$ cat src/rtl/spi_cfg_pkg.sv
// Shared types and constants for the SPI configuration sequencer.
// The default table initialises a WM8731-style codec over the 16-bit writer.
package spi_cfg_pkg;

    localparam int DATA_W      = 16;
    localparam int IDX_W       = 8;
    localparam int TABLE_DEPTH = 16;

    typedef enum logic [2:0] {
        S_IDLE      = 3'd0,
        S_LOAD      = 3'd1,
        S_ISSUE     = 3'd2,
        S_WAIT_ACK  = 3'd3,
        S_WAIT_DONE = 3'd4,
        S_GAP       = 3'd5,
        S_DONE      = 3'd6,
        S_ERR       = 3'd7
    } state_t;

    // Word layout: [15:9] register address, [8:0] register value.
    localparam logic [DATA_W-1:0] DEFAULT_TABLE [TABLE_DEPTH] = '{
        16'h1E00,
        16'h0C10,
        16'h0812,
        16'h0A00,
        16'h0E42,
        16'h1000,
        16'h1201,
        16'h0017,
        16'h0217,
        16'h0479,
        16'h0679,
        16'h0C00,
        16'h0A06,
        16'h0813,
        16'h0E4A,
        16'h1023
    };

    // Counter width able to hold n-1, never narrower than one bit.
    function automatic int clog2_min1(input int n);
        return (n <= 2) ? 1 : $clog2(n);
    endfunction

endpackage

$ cat src/rtl/spi_cfg_rom.sv
// Combinational configuration table: index in, 16-bit word out.
// Indices at or beyond NUM_REGS read as zero so unused slots are inert.
module spi_cfg_rom
    import spi_cfg_pkg::*;
#(
    parameter int NUM_REGS = 8
) (
    input  logic [IDX_W-1:0]  i_idx,
    output logic [DATA_W-1:0] o_word
);

    localparam logic [IDX_W:0] IDX_LIMIT = (IDX_W+1)'(NUM_REGS);

    logic [DATA_W-1:0] w_word;
    logic              w_in_range;

    always_comb begin
        w_word = '0;
        case (i_idx)
            8'd0:    w_word = DEFAULT_TABLE[0];
            8'd1:    w_word = DEFAULT_TABLE[1];
            8'd2:    w_word = DEFAULT_TABLE[2];
            8'd3:    w_word = DEFAULT_TABLE[3];
            8'd4:    w_word = DEFAULT_TABLE[4];
            8'd5:    w_word = DEFAULT_TABLE[5];
            8'd6:    w_word = DEFAULT_TABLE[6];
            8'd7:    w_word = DEFAULT_TABLE[7];
            8'd8:    w_word = DEFAULT_TABLE[8];
            8'd9:    w_word = DEFAULT_TABLE[9];
            8'd10:   w_word = DEFAULT_TABLE[10];
            8'd11:   w_word = DEFAULT_TABLE[11];
            8'd12:   w_word = DEFAULT_TABLE[12];
            8'd13:   w_word = DEFAULT_TABLE[13];
            8'd14:   w_word = DEFAULT_TABLE[14];
            8'd15:   w_word = DEFAULT_TABLE[15];
            default: w_word = 16'h0000;
        endcase
    end

    assign w_in_range = ({1'b0, i_idx} < IDX_LIMIT);
    assign o_word     = w_in_range ? w_word : '0;

endmodule

$ cat src/rtl/spi_cfg_sequencer.sv
// Walks the configuration table and hands each word to the SPI register writer
// with a GO/ORDY handshake, an inter-frame gap and a per-wait timeout.
//
// IDLE      | waiting for start
// LOAD      | latch table word onto regdata
// ISSUE     | wait for ORDY high, then pulse GO
// WAIT_ACK  | wait for writer to drop ORDY
// WAIT_DONE | wait for writer to raise ORDY
// GAP       | idle spacing before next frame
// DONE      | one-cycle done pulse
// ERR       | one-cycle abort after timeout
module spi_cfg_sequencer
    import spi_cfg_pkg::*;
#(
    parameter int NUM_REGS       = 8,
    parameter int GAP_CYCLES     = 16,
    parameter int TIMEOUT_CYCLES = 4096
) (
    input  logic              CLK,
    input  logic              reset,
    input  logic              start,
    input  logic              ORDY,
    output logic [DATA_W-1:0] regdata,
    output logic              GO,
    output logic              busy,
    output logic              done,
    output logic              error,
    output logic [IDX_W-1:0]  idx
);

    localparam int GAP_W = clog2_min1(GAP_CYCLES);
    localparam int TMO_W = clog2_min1(TIMEOUT_CYCLES);

    localparam logic [GAP_W-1:0] GAP_LAST = GAP_W'(GAP_CYCLES - 1);
    localparam logic [TMO_W-1:0] TMO_LAST = TMO_W'(TIMEOUT_CYCLES - 1);
    localparam logic [IDX_W-1:0] IDX_LAST = IDX_W'(NUM_REGS - 1);

    state_t            r_state;
    logic [DATA_W-1:0] r_regdata;
    logic              r_go;
    logic              r_busy;
    logic              r_done;
    logic              r_error;
    logic [IDX_W-1:0]  r_idx;
    logic [GAP_W-1:0]  r_gap;
    logic [TMO_W-1:0]  r_tmo;

    logic [DATA_W-1:0] w_word;
    logic              w_level_ok;

    spi_cfg_rom #(
        .NUM_REGS (NUM_REGS)
    ) u_rom (
        .i_idx  (r_idx),
        .o_word (w_word)
    );

    // The ORDY level each wait state is looking for.
    always_comb begin
        w_level_ok = 1'b0;
        case (r_state)
            S_ISSUE:     w_level_ok = ORDY;
            S_WAIT_ACK:  w_level_ok = ~ORDY;
            S_WAIT_DONE: w_level_ok = ORDY;
            default:     w_level_ok = 1'b0;
        endcase
    end

    always_ff @(posedge CLK) begin
        if (reset) begin
            r_state   <= S_IDLE;
            r_regdata <= '0;
            r_go      <= 1'b0;
            r_busy    <= 1'b0;
            r_done    <= 1'b0;
            r_error   <= 1'b0;
            r_idx     <= '0;
            r_gap     <= '0;
            r_tmo     <= '0;
        end else begin
            r_go   <= 1'b0;
            r_done <= 1'b0;

            case (r_state)
                S_IDLE: begin
                    if (start) begin
                        r_idx   <= '0;
                        r_error <= 1'b0;
                        r_busy  <= 1'b1;
                        r_state <= S_LOAD;
                    end
                end

                S_LOAD: begin
                    r_regdata <= w_word;
                    r_tmo     <= '0;
                    r_state   <= S_ISSUE;
                end

                S_ISSUE, S_WAIT_ACK, S_WAIT_DONE: begin
                    if (w_level_ok) begin
                        r_tmo <= '0;
                        case (r_state)
                            S_ISSUE: begin
                                r_go    <= 1'b1;
                                r_state <= S_WAIT_ACK;
                            end
                            S_WAIT_ACK: begin
                                r_state <= S_WAIT_DONE;
                            end
                            default: begin
                                r_gap   <= '0;
                                r_state <= S_GAP;
                            end
                        endcase
                    end else if (r_tmo == TMO_LAST) begin
                        // Error and busy change on entry so they are visible during ERR.
                        r_error <= 1'b1;
                        r_busy  <= 1'b0;
                        r_state <= S_ERR;
                    end else begin
                        r_tmo <= r_tmo + TMO_W'(1);
                    end
                end

                S_GAP: begin
                    if (r_gap == GAP_LAST) begin
                        if (r_idx == IDX_LAST) begin
                            r_done  <= 1'b1;
                            r_busy  <= 1'b0;
                            r_idx   <= '0;
                            r_state <= S_DONE;
                        end else begin
                            r_idx   <= r_idx + IDX_W'(1);
                            r_state <= S_LOAD;
                        end
                    end else begin
                        r_gap <= r_gap + GAP_W'(1);
                    end
                end

                S_DONE: begin
                    r_state <= S_IDLE;
                end

                S_ERR: begin
                    r_state <= S_IDLE;
                end

                default: begin
                    r_state <= S_IDLE;
                end
            endcase
        end
    end

    assign regdata = r_regdata;
    assign GO      = r_go;
    assign busy    = r_busy;
    assign done    = r_done;
    assign error   = r_error;
    assign idx     = r_idx;

endmodule
$ cat config.mk
export PLATFORM = sky130hd
export DESIGN_NAME = spi_cfg_sequencer
export DESIGN_NICKNAME = d
export VERILOG_FILES = /design/src/rtl/spi_cfg_pkg.sv /design/src/rtl/spi_cfg_rom.sv /design/src/rtl/spi_cfg_sequencer.sv
export SDC_FILE = /design/constraint.sdc
export NUM_CORES = 1
export LEC_CHECK = 0
export BUFFER_PORTS_ARGS = -buffer_cell sky130_fd_sc_hd__buf_2
export CORE_ASPECT_RATIO = 0.75
export CORE_MARGIN = 2
export CORE_UTILIZATION = 58
export DETAILED_ROUTE_END_ITERATION = 8
export PLACE_DENSITY_LB_ADDON = 0.1
export SETUP_SLACK_MARGIN = 0.15
export SLEW_MARGIN = 20
export SYNTH_ARGS = -nofsm -noshare
export SYNTH_HDL_FRONTEND = slang
export SYNTH_SLANG_ARGS = --single-unit
$ cat constraint.sdc
create_clock -name CLK -period 3 [get_ports CLK]
set_input_delay 0.15 -clock CLK [delete_from_list [all_inputs] [get_ports CLK]]
set_output_delay 0.15 -clock CLK [all_outputs]
set_load 0.005 [all_outputs]
==> impl_metrics.tcl, run 1 <==
set metrics [dict create \
    ant_nets 0 \
    synth_cell_types 58 \
    die_w_um 83.1 \
    setup_viol 0 \
    h-tree-depth 2 \
    hold_path.class "in -> reg" \
    grt_pass1_vias 2061 \
    crit_type "reg -> reg" \
    hpwlAfterDp_um 4040 \
    viasPerCell 5.85 \
    fmax_mhz 387 \
    final_cells 405 \
    final_layout_size_suffix_gt1_share_pct 16.1 \
    ys_warn_count 0 \
    leakage_uw 0.00114 \
    ys_seq_area_share_pct 39.0 \
    clkTransAtPathRegs_ns 0.10 \
    maxCapViolations 0 \
    grt_max_degree 31 \
    clock_skew_ns 0.00746 \
    post_cts_resized 0 \
    finalMaxSlewViolations 0 \
    reg2reg_slack_ns 0.41 \
    start_util_pct 60.5 \
    clock_path_buffers 2 \
    min_period_ns 2.59 \
    ff2ff_path_depth 7 \
    peakVddDrop_uv 486 \
    synth_edf_count 0 \
    grt.total_usage_pct 22.7 \
    async_flop_share_pct 0 \
    cp-startpoint "r_state[1]$_SDFFE_PP0P_" \
    drcViolationCount 0 \
    grt_pass1_wl_um 9800 \
    cts_tree "built" \
    whs_ns 0.0510 \
    synth_cells 327 \
    synth-main-ff-cell "dfxtp_1" \
    worstSkewPairLatency_ns 0.31 \
    path_max_fanout 15 \
    detail_route.wirelength_um 5610 \
    antenna_found_initial 0 \
    fin_crit_sh_pct 86.2 \
    num_rows 21 \
    placedCellCount 397 \
    status "completed" \
    worstReg2RegStart "r_state[1]$_SDFFE_PP0P_" \
    hold_buffers 0 \
    syn-cell-area_um2 2720 \
    ioPinCount 32 \
    rsz0062_at_grt "no" \
    multiInputGateArea_um2 1470 \
    cts_sinks 53 \
    slew_headroom_pct 55.4 \
    regArea_um2 1060 \
    drtPass1Iterations 4 \
    post-cts-setup-buffers 0 \
    cp.arrival_ns 2.79 \
    finalHoldViolations 0 \
    fillers 408 \
    syn_avg_cell_area_um2 8.31 \
    num-nets-final 358 \
    cts_buffers 5 \
    setup.worst_path.end_class "flip-flop" \
    vias 2369 \
    antenna_cells 0 \
    worst_slew_pin_slew_ns 0.661 \
    grt-ovfl-total 0 \
    worstPathRequired_ns 3.21 \
    fin_tns_setup_ns 0 \
    wire_per_inst_um 13.8 \
    yosys_register_bits 53 \
    io_buffer_count 26 \
    design.core.area_um2 4490 \
    dieHeight_um 63.3 \
    gp_routability_congestion 0.932 \
    dr.first_iter.drc_count 122 \
    syn_to_final_growth_pct 7.36 \
    crit_path_start_kind "flip-flop" \
    fp.dieArea_um2 5260 \
    power_density_nw_per_um2 628 \
    cts-root-buf "clkbuf_8" \
]
per-stage QoR:
step | cell area [um^2] | power (uW) | utilization (%) | worst slack [ns]
4_1_cts | 2920 | 1850 | 65.0 | 0.435
3_5_place_dp | 2830 | 1440 | 62.9 | 0.461
3_3_place_gp | 2830 | 1430 | 62.9 | 0.538
6_report | 2920 | 1830 | 65.0 | 0.415
2_1_floorplan | 2730 | 1330 | - | 0.446
5_1_grt | 2920 | 1960 | 65.0 | 0.247
cell families after synthesis:
logic type,count (synthesis),share of synthesized area (%)
XOR/XNOR,12,3.87
AO/OA/AOI/OAI,73,19.0
AND/OR/NAND/NOR,143,26.3
other,1,0.138
multiplexers,3,1.10
flip-flops,53,39.0
adder cells (fa/ha/maj),7,3.22
buffers and inverters,35,7.36
layer usage:
metal	share of wire [%]	up-vias	track usage, %	wire [um]
li1	-	1194	-	-
met1	54	1092	34.8	3020
met2	39	78	31.9	2210
met3	5.9	5	4.46	330
met4	0.71	0	6.97	40
met5	0	-	0	0
synthesized netlist by cell type (all sizes together), types with 4 or more instances:
cell type / instances / area share (%)
o21ai: 16 / 3.1
inv: 12 / 1.7
clkbuf: 9 / 1.2
and3: 4 / 0.92
nand4: 9 / 2.1
xor2: 9 / 2.9
dfxtp: 53 / 39
and2: 6 / 1.4
ha: 7 / 3.2
nand3: 27 / 5.0
nor2: 31 / 4.3
buf: 14 / 4.5
nand2: 34 / 4.8
nor3: 12 / 2.6
a311oi: 4 / 1.3
nand2b: 4 / 0.92
a21oi: 27 / 5.5
how the worst min path moves through the flow:
| stage | from | slack (ns) | cells past startpoint | to |
|---|---|---|---|---|
| after global routing | reset | 0.05 | 2 | idx[4]$_SDFFE_PP0N_ |
| after floorplan | ORDY | 0.34 | 2 | GO$_SDFF_PP0_ |
| after CTS | reset | 0.04 | 2 | idx[5]$_SDFFE_PP0N_ |
| after global placement | reset | 0.37 | 2 | idx[5]$_SDFFE_PP0N_ |
| after detailed placement | reset | 0.37 | 2 | idx[5]$_SDFFE_PP0N_ |
| final | reset | 0.05 | 2 | idx[5]$_SDFFE_PP0N_ |
power breakdown:
group / switching, uW / total [uW] / internal, uW
combinational: 377 / 608 / 231
clock: 242 / 411 / 169
sequential: 54.0 / 814 / 760
total: 673 / 1830 / 1160
worst max-delay path, cell delays in order (launching register included):
cell	delay, ns
dfxtp_1	0.45
or4b_4	0.60
o2111ai_1	0.14
o21ai_0	0.30
ha_1	0.41
inv_1	0.07
or3_1	0.38
o221a_2	0.13
cell type report:
type,count,area share [%]
clock buffer,5,2.36
clock inverter,3,0.857
inverter,12,1.54
multi-input combinational,243,50.4
sequential,53,36.3
tap,57,2.44
timing repair buffer,32,6.00
layout by cell type, fill, tap and decap left out, types with 2 or more instances in the layout:
cell type,Yosys,routed
a31oi_1,2,2
a221oi_1,2,2
xnor2_1,3,3
nand2_1,33,33
mux2i_1,3,3
clkbuf_8,0,5
nand2b_1,4,4
a21oi_1,25,25
ha_1,7,7
xor2_1,9,9
nor2b_1,3,3
nor4_1,3,3
inv_1,11,11
buf_2,1,26
o2111ai_1,2,2
nor2_1,31,31
o21bai_1,2,2
nor3_1,10,10
a41oi_1,3,3
o21ai_1,3,3
o21ai_0,12,12
a311oi_1,4,4
conb_1,1,5
nand4_1,9,9
nor3_2,2,2
nor3b_1,2,2
a211oi_1,2,2
or3_1,2,2
buf_4,6,6
and3_1,4,4
dfxtp_1,53,53
nand3_1,27,27
and2_1,6,6
o31ai_1,2,2
Power figures use the tool's default switching activity.
==> run 2: changes to the inputs <==
Settings changed: PLACE_DENSITY set to 0.86, PLACE_DENSITY_LB_ADDON 0.1 to unset.
==> run 2 against run 1 <==
Sequential power decreased by 2%. Setup slack improved by 0.0035 ns. Clock power about the same. Critical path depth increased by 1. Largest cell class unchanged. Via count increased by 3.0%. Maximum frequency increased by 0.13%.
==> impl_metrics.tcl, run 2 (synthesis results as in run 1) <==
set metrics [dict create \
    status "completed" \
    clkTransAtPathRegs_ns 0.10 \
    grt.total_usage_pct 24.5 \
    worst_slew_pin_slew_ns 0.702 \
    final_layout_size_suffix_gt1_share_pct 16.3 \
    comb_power_share_pct 34.9 \
    worstSkewPairLatency_ns 0.32 \
    cts_buffers 5 \
    placedInstanceArea_um2 2830 \
    power_switching_uw 707 \
    cp.arrival_ns 2.80 \
    p_int_uw 1160 \
    maxCapViolations 0 \
    crit_path_start_kind "flip-flop" \
    antenna_cells 0 \
    leakage_uw 0.00115 \
    design.core.area_um2 4490 \
    whs_ns 0.216 \
    cp-startpoint "r_gap[0]$_SDFFE_PP0P_" \
    path_max_fanout 6 \
    layout.cells.most_common "dfxtp_1" \
    grt_pass1_vias 2217 \
    finalHoldViolations 0 \
    hold_path.class "in -> reg" \
    clock_skew_ns 0.00557 \
    pwr-share-seq_pct 43.0 \
    slew_headroom_pct 53.1 \
    clock_path_buffers 2 \
    fin_crit_sh_pct 86.1 \
    most-common-layout-cells "dfxtp_1, nand2_1, nor2_1" \
    fin_tns_setup_ns 0 \
    gp_routability_congestion 0.934 \
    worstPathRequired_ns 3.22 \
    num_rows 21 \
    power_density_nw_per_um2 637 \
    drtPass1Iterations 4 \
    crit_type "reg -> reg" \
    viasPerCell 6.01 \
    post-cts-setup-buffers 0 \
    fp.dieArea_um2 5260 \
    fmax_mhz 387 \
    rsz0062_at_grt "no" \
    drcViolationCount 0 \
    post_cts_resized 0 \
    antenna_found_initial 0 \
    dieHeight_um 63.3 \
    reg2reg_slack_ns 0.42 \
    ant_nets 0 \
    h-tree-depth 2 \
    min_period_ns 2.58 \
    cts-root-buf "clkbuf_8" \
    io_buffer_count 26 \
    hpwlAfterDp_um 4400 \
    setup_viol 0 \
    fillers 377 \
    die_w_um 83.1 \
    detail_route.wirelength_um 6090 \
    cts_sinks 53 \
    syn_to_final_growth_pct 7.55 \
    post-route-cell-area_um2 2920 \
    num-nets-final 359 \
    whs_path_depth 3 \
    start_util_pct 60.5 \
    peakVddDrop_uv 456 \
    grt_max_degree 33 \
    worstReg2RegStart "r_gap[0]$_SDFFE_PP0P_" \
    finalMaxSlewViolations 0 \
    grt-ovfl-total 0 \
    ioPinCount 32 \
    cts_tree "built" \
    hold_buffers 0 \
    finalPower_uw 1860 \
    switching_share_pct 37.9 \
    dr.first_iter.drc_count 253 \
    clkPwrFrac_pct 22.1 \
    wire_per_inst_um 15.0 \
    vias 2441 \
    ff2ff_path_depth 8 \
    grt_pass1_wl_um 10500 \
    setup.worst_path.end_class "flip-flop" \
]
## run 2: metal layers
layer | global-route usage (%) | part of all wire (%)
met1 | 35.6 | 50
met2 | 34.9 | 42
met3 | 5.64 | 6.0
met4 | 10.0 | 2.2
met5 | 0 | 0
## run 2: through the flow
stage                     std cells  utilization, %  setup slack, ns
after global placement          398            63.0            0.639
final                           406            65.1            0.418
after global routing            406            65.1            0.241
after detailed placement        398            63.0            0.429
after CTS                       406            65.1            0.433
after floorplan                 331               -            0.446
## run 2: area by class of cell
| cell class | instances | area (um^2) | share of cell area, % |
|---|---|---|---|
| multi-input combinational | 243 | 1470 | 50.4 |
| tap | 57 | 71.3 | 2.44 |
| sequential | 53 | 1060 | 36.3 |
| clock inverter | 3 | 22.5 | 0.770 |
| timing repair buffer | 33 | 183 | 6.25 |
| clock buffer | 5 | 68.8 | 2.35 |
| inverter | 12 | 45.0 | 1.54 |
## run 2: worst min-delay path by stage
stage                                   from                  endpoint
detailed placement  regdata[11]$_SDFFE_PP0P_  regdata[11]$_SDFFE_PP0P_
finish                                  ORDY             GO$_SDFF_PP0_
CTS                                     ORDY             GO$_SDFF_PP0_
floorplan                               ORDY             GO$_SDFF_PP0_
global route                            ORDY             GO$_SDFF_PP0_
global placement     regdata[5]$_SDFFE_PP0P_   regdata[5]$_SDFFE_PP0P_
## run 2: power groups by stage
stage / clock network [uW] / registers [uW] / logic [uW]
detailed placement: 0 / 817 / 636
global route: 448 / 808 / 729
floorplan: 0 / 814 / 518
finish: 413 / 801 / 650
global placement: 0 / 813 / 616
CTS: 418 / 800 / 641
## run 2: worst max-delay path, cell delays in order (launching register included)
cell and delay (ns):
dfxtp_1 0.38, ha_1 0.22, nand4_1 0.28, o2111ai_1 0.31, o21ai_0 0.29, ha_1 0.40, inv_1 0.08, or3_1 0.39
o221a_2 0.13
